**config.mk**
```make
export PLATFORM = sky130hd
export DESIGN_NAME = full_mat_unload
export DESIGN_NICKNAME = d
export VERILOG_FILES = /design/src/rtl/full_mat_unload.sv
export SDC_FILE = /design/constraint.sdc
export NUM_CORES = 2
export LEC_CHECK = 0
export ABC_AREA = 1
export BUFFER_PORTS_ARGS = -buffer_cell sky130_fd_sc_hd__buf_2
export CAP_MARGIN = 40
export CELL_PAD_IN_SITES_DETAIL_PLACEMENT = 1
export CELL_PAD_IN_SITES_GLOBAL_PLACEMENT = 1
export CORE_AREA = 2 2 392 394
export CTS_BUF_LIST = sky130_fd_sc_hd__clkbuf_4 sky130_fd_sc_hd__clkbuf_8 sky130_fd_sc_hd__clkbuf_16
export DETAILED_ROUTE_END_ITERATION = 7
export DIE_AREA = 0 0 394 396
export PLACE_DENSITY_LB_ADDON = 0.1
export SYNTH_ARGS = -nofsm -noshare
export SYNTH_HDL_FRONTEND = slang
export SYNTH_SLANG_ARGS = --single-unit
```
**constraint.sdc**
```tcl
create_clock -name i_clk -period 44.4 [get_ports i_clk]
set_input_delay 8.88 -clock i_clk [delete_from_list [all_inputs] [get_ports i_clk]]
set_output_delay 8.88 -clock i_clk [all_outputs]
set_load 0.03 [all_outputs]
```
**src/rtl/full_mat_unload.sv**
```systemverilog
// Result-side unloader: snapshots an N x N result array on a capture strobe and streams it
// row-major over valid/ready, so the multiplier can move on while a slow reader drains it.
module full_mat_unload #(
    parameter int unsigned N  = 6,
    parameter int unsigned W  = 27,
    parameter int unsigned IW = 3
) (
    input  logic              i_clk,
    input  logic              i_rst,
    input  logic              i_cap,
    input  logic [N*N*W-1:0]  i_result_in,
    output logic              o_out_valid,
    input  logic              i_out_ready,
    output logic [W-1:0]      o_out_data,
    output logic [IW-1:0]     o_out_row,
    output logic [IW-1:0]     o_out_col,
    output logic              o_out_last,
    output logic              o_busy,
    output logic              o_overrun,
    input  logic              i_clr_ovr
);

    localparam int unsigned NN = N * N;
    localparam int unsigned XW = $clog2(NN);

    typedef enum logic {StIdle, StStream} state_e;

    state_e          r_state, w_state_nxt;
    logic [W-1:0]    r_snap [NN];
    logic [W-1:0]    r_data, w_data_nxt;
    logic [IW-1:0]   r_row, w_row_nxt;
    logic [IW-1:0]   r_col, w_col_nxt;
    logic            r_last, w_last_nxt;
    logic            r_ovr, w_ovr_nxt;
    logic            w_fire, w_last_fire, w_accept;
    logic [XW-1:0]   w_nidx;

    assign w_fire      = (r_state == StStream) & i_out_ready;
    assign w_last_fire = w_fire & r_last;
    // A cap is taken when idle or exactly as the final beat leaves (back-to-back frames).
    assign w_accept    = i_cap & ((r_state == StIdle) | w_last_fire);

    always_comb begin
        w_state_nxt = r_state;
        w_row_nxt   = r_row;
        w_col_nxt   = r_col;
        w_data_nxt  = r_data;
        w_last_nxt  = r_last;
        w_ovr_nxt   = r_ovr;
        w_nidx      = '0;

        if (w_accept) begin
            w_state_nxt = StStream;
            w_row_nxt   = '0;
            w_col_nxt   = '0;
            w_data_nxt  = i_result_in[W-1:0];
            w_last_nxt  = 1'b0;
        end else if (w_last_fire) begin
            w_state_nxt = StIdle;
            w_last_nxt  = 1'b0;
        end else if (w_fire) begin
            if (r_col == IW'(N - 1)) begin
                w_col_nxt = '0;
                w_row_nxt = r_row + IW'(1);
            end else begin
                w_col_nxt = r_col + IW'(1);
            end
            w_nidx     = XW'(w_row_nxt) * XW'(N) + XW'(w_col_nxt);
            w_data_nxt = r_snap[w_nidx];
            w_last_nxt = (w_nidx == XW'(NN - 1));
        end

        // Set has priority over the clear.
        if (i_cap & (r_state == StStream) & ~w_last_fire) begin
            w_ovr_nxt = 1'b1;
        end else if (i_clr_ovr) begin
            w_ovr_nxt = 1'b0;
        end
    end

    always_ff @(posedge i_clk or posedge i_rst) begin
        if (i_rst) begin
            r_state <= StIdle;
            r_row   <= '0;
            r_col   <= '0;
            r_data  <= '0;
            r_last  <= 1'b0;
            r_ovr   <= 1'b0;
        end else begin
            r_state <= w_state_nxt;
            r_row   <= w_row_nxt;
            r_col   <= w_col_nxt;
            r_data  <= w_data_nxt;
            r_last  <= w_last_nxt;
            r_ovr   <= w_ovr_nxt;
        end
    end

    always_ff @(posedge i_clk or posedge i_rst) begin
        if (i_rst) begin
            for (int i = 0; i < NN; i++) begin
                r_snap[i] <= '0;
            end
        end else if (w_accept) begin
            for (int i = 0; i < NN; i++) begin
                r_snap[i] <= i_result_in[i*W +: W];
            end
        end
    end

    assign o_out_valid = (r_state == StStream);
    assign o_busy      = (r_state == StStream);
    assign o_out_data  = r_data;
    assign o_out_row   = r_row;
    assign o_out_col   = r_col;
    assign o_out_last  = r_last;
    assign o_overrun   = r_ovr;

endmodule

```
; ---- Word level (Yosys, flattened, before mapping)
; Index checks and enable logic that the tools add are counted.
[word_totals]
output_inout_bits = 37
regBits = 1008
input_bits = 977
[classes]
reduce_logical = 5
n_bitwise = 9
addsub = 3
n_eq_ne = 3
mux = 27
magnitude_cmp = 1
multipliers = 1
[op_table]
columns = operator, count
row1 = $bmux 27 s6, 1
row2 = $mux 27, 5
row3 = $mux 3, 14
row4 = $ge 7x7->1 const B, 1
row5 = $mux 1, 7
row6 = $not 6->7, 1
row7 = $add 3x1->3 const B, 2
row8 = $add 6x3->6, 1
row9 = $eq 6x6->1 const B, 1
row10 = $reduce_bool 2->1, 3
row11 = $and 1x1->1, 5
row12 = $mul 3x2->5 const B, 1
row13 = $eq 3x3->1 const B, 1
row14 = $reduce_bool 3->1, 1
row15 = $ne 2x1->1 const B, 1
row16 = $not 1->1, 2
row17 = $reduce_and 2->1, 1
row18 = $or 1x1->1, 1

; ---- Longest topological paths before layout
[logic_depth]
word_depth = 14
depth_mapped = 25
depth_no_buf = 23

; ---- Worst setup path before layout
; Ideal clock, no wire load.
[synth_path]
path_kind = input to register
from = in i_out_ready
to = reg r_snap[894] (netlist name)
slack_ns = 34.258
stages = 11
arrival_ns = 10.060
path_cell_list = nand2_1 > nor2_1 > inv_1 > nand2_1 > nand2_2 > clkinv_1 > buf_2 > buf_2 > clkbuf_1 > nand2_1 > o21ai_0
[synth_between]
elab_chain_len = 4
[synth_rtl]
columns = element, line_no
row1 = from (decl), 13  ; input logic i_out_ready,
row2 = $and 1x1->1, 38  ; assign w_fire = (r_state == StStream) & i_out_ready;
row3 = $and 1x1->1, 39  ; assign w_last_fire = w_fire & r_last;
row4 = $or 1x1->1, 41  ; assign w_accept = i_cap & ((r_state == StIdle) | w_last_fire);
row5 = $and 1x1->1, 41
row6 = "to (signal, indexed assignment)", 106  ; r_snap[i] <= i_result_in[i*W +: W];
row7 = to (decl), 29  ; logic [W-1:0] r_snap [NN];
; Every way passes these cells.
; A chain may end at the register's enable or synchronous reset.

; ---- Final worst setup path
[layout_path]
from = in i_out_ready
to = reg r_snap[523] (netlist name)
; The elaborated chain is that of the path after synthesis.

==> impl_metrics.yaml <==
floorplan:
  core_sq_um: 151500
  die_width_microns: 394
  initial_utilization: 0.3283
  row_count: 143
  die-area_sq_um: 156000
  die_y_microns: 396
  io_pins: 1014
detailed_routing:
  wl_microns: 224400
  routed_via_density: 4.830
  routed_wire_length_per_instance_microns: 22.89
  route.vias.total: 47350
  antenna_violating_nets_post_route: 0
  remaining_drc_errors: 0
  initialDrtViolationCount: 3312
  count_of_tritonroute_iterations_in_the_first_routing_pass: 5
worst_hold_path:
  hp_class: "register to register"
  worst_hold_startpoint: "r_snap[82]"
  holdPathStages: 2
  hold-path-endpoint: "r_snap[82]"
critical_path:
  ff2ff_setup_slack_ns: 37.88
  worstSetupStartpointType: "primary input"
  required_ns: 44.98
  critical_path_peak_fanout: 164
  r2r-end: "o_out_data[6]"
  worstRegToRegCells: 21
  critical_path_class: "primary input to register"
  worstPathArrival_ns: 13.17
  kind_of_end_point_of_the_critical_path: "register"
  crit-reg2reg-launch: "o_out_col[0]"
clock_tree:
  post_cts_hold_buffer_count: 0
  clock_path_buffers: 3
  clkSinkCount: 1008
  cts_resized: 0
  clock_insertion_delay_worst_skew_ns: 0.74
  cts_buffers: 120
  tritoncts: "done"
  worst_setup_hold_path_clk_slew_ns: 0.06
  post_cts.repair.setup_buffers: 0
  clk_root_buffer_cell: "clkbuf_16"
  htree_num_levels: 3
layout:
  design.final.nets: 8611
  syn_to_final_growth_pct: 21.72
  nFillCells: 19100
  ff_latch_area_sq_um: 25230
  multiInputGateArea_sq_um: 19120
  layout_cell_share_with_drive_strength_beyond_1: 0.1743
synthesis:
  synthesis.area_per_instance_sq_um: 7.256
  netlist_area_sq_um: 49760
  ys_warn_count: 0
  post_synth_num_cell_types: 31
  count_of_flip_flops_with_a_built_in_enable_after_synthesis: 0
  net_count_synth: 7842
  async_reset_ff_frac: 1.000
  syn_inst: 6858
  synth_sequential_area_ratio: 0.5069
  yosys_register_bits: 1008
  ys_dominant_reg_cell: "dfrtp_1"
global_route:
  grt_overflow: 0
  pin_count_of_the_biggest_net_entering_global_routing: 165
  grt_pass1_wl_microns: 328100
  grt_use_total: 0.2828
  vias_in_the_first_global_route: 48590
  grt_antenna_before_repair: 79
timing:
  worst_pin_slew_ns: 1.137
  report.final.slew_viol_count: 0
  finalSetupViolCount: 0
  finalHoldViolations: 0
  hold-worst-slack_ns: 0.4711
  grt_setup_unrepaired: "no"
  fin_worst_skew_ns: 0.02081
  final.period_utilization: 0.2836
  tns_ns: 0
  minimum_clock_period_ns: 12.59
  timing.fmax_mhz: 79.43
  slew_headroom: 0.2417
outcome:
  status: "complete, no violations"
place:
  place.port_buffers: 1013
  globalplace.congestion: 0.8709
  estimated_wirelength_of_the_detail_placed_design_microns: 163500
power:
  leakagePower_uw: 0.03174
  max-vdd-ir-drop_v: 0.00009228
  power.density_nw_per_um2: 102.5
  report.power.total_uw: 6206
run:
  max-cap-violations: 0
## cell usage in the layout, fill, tap and decap left out, types with 2 or more instances in the layout
master,synthesis,layout
clkbuf_8,0,36
nor2_1,270,270
bufinv_16,0,10
nand2_2,9,9
clkinv_2,0,19
diode_2,0,48
o22ai_1,31,31
o21ai_1,6,6
buf_2,243,1013
clkbuf_16,0,122
buf_12,0,10
nand2_4,2,3
o211ai_1,4,4
clkinvlp_4,0,2
buf_4,24,44
nand3_1,510,510
ha_1,5,4
nand2_1,2765,2763
a21oi_2,19,19
a21oi_1,19,19
buf_16,0,11
inv_1,897,896
nand3_2,2,2
nand4_1,3,3
o21ai_0,865,865
clkbuf_4,0,32
inv_8,0,3
dfrtp_1,1008,1007
## per-stage QoR
| step | worst slack [ns] | util | area (sq um) | std cells |
|---|---|---|---|---|
| after floorplan | 7.157 | - | 49760 | 6858 |
| after detailed placement | 30.96 | 0.3708 | 56190 | 9534 |
| after global routing | 31.42 | 0.3993 | 60510 | 9781 |
| after global placement | 31.09 | 0.3687 | 55870 | 9522 |
| final | 31.81 | 0.3997 | 60570 | 9805 |
| after CTS | 31.77 | 0.3987 | 60420 | 9756 |
## final cells by class
class / count / area share
timing repair buffer: 1078 / 0.09746
tap: 2030 / 0.04194
inverter: 901 / 0.05650
sequential: 1008 / 0.4165
antenna: 48 / 0.001983
clock buffer: 190 / 0.06255
multi-input combinational: 4518 / 0.3157
clock inverter: 32 / 0.007333
## worst max-delay path, stage by stage
cell,delay [ns]
buf_2,0.07
nand2_1,0.08
nor2_1,0.12
inv_1,0.07
nand2_1,0.19
nand2_8,0.36
inv_8,0.16
buf_16,0.41
buf_4,0.71
buf_4,0.75
buf_4,0.72
o21ai_0,0.20
## power by group
group | internal (uW) | leakage [uW] | switching, uW
clock network | 639 | 0.00214 | 422
logic | 925 | 0.0173 | 2690
registers | 1370 | 0.0123 | 164
total | 2930 | 0.0317 | 3280
## how the worst max path moves through the flow
stage | startpoint | to | slack, ns | cells after the start
finish | i_out_ready | r_snap[523] | 31.81 | 12
global route | i_out_ready | r_snap[523] | 31.42 | 12
CTS | i_out_ready | r_snap[523] | 31.77 | 11
detailed placement | i_out_ready | r_snap[528] | 30.96 | 11
global placement | i_out_ready | r_snap[500] | 31.09 | 11
floorplan | i_rst | o_busy | 7.16 | 1
## sequential cells by signal, summed over array words and instances (netlist names)
register,count
o_overrun,1
o_out_last,1
o_out_row,3
o_busy,1
o_out_col,3
r_snap,972
o_out_data,27
## per-layer routing
| layer | vias to the layer above | track usage | part of all wire |
|---|---|---|---|
| met5 | - | 0 | 0.00071 |
| met4 | 26 | 0.1143 | 0.037 |
| met3 | 324 | 0.03543 | 0.046 |
| met2 | 1228 | 0.4541 | 0.47 |
| met1 | 23270 | 0.3867 | 0.45 |
| li1 | 22510 | - | - |
## synth_stat cells, drive strengths merged, types with 3 or more instances
cell type  number  area share
nor2          273       0.021
buf           284       0.031
nand3         513       0.052
inv           900       0.068
ha              5      0.0013
dfrtp        1008        0.51
a21oi          38      0.0053
clkbuf        147       0.011
nand4           3     0.00038
nand2        2776        0.21
o211ai          4     0.00060
o21ai         872       0.088
o22ai          31      0.0039
## cell families (layout without fill, tap and decap cells)
group | count (synthesis) | count (layout) | share of synthesized area
AND/OR/NAND/NOR | 3566 | 3566 | 0.2838
flip-flops | 1008 | 1008 | 0.5069
AO/OA/AOI/OAI | 945 | 945 | 0.09754
adder cells (fa/ha/maj) | 7 | 7 | 0.002062
buffers and inverters | 1332 | 2201 | 0.1097
other | 0 | 48 | 0
(Power assumes the default switching activity.)
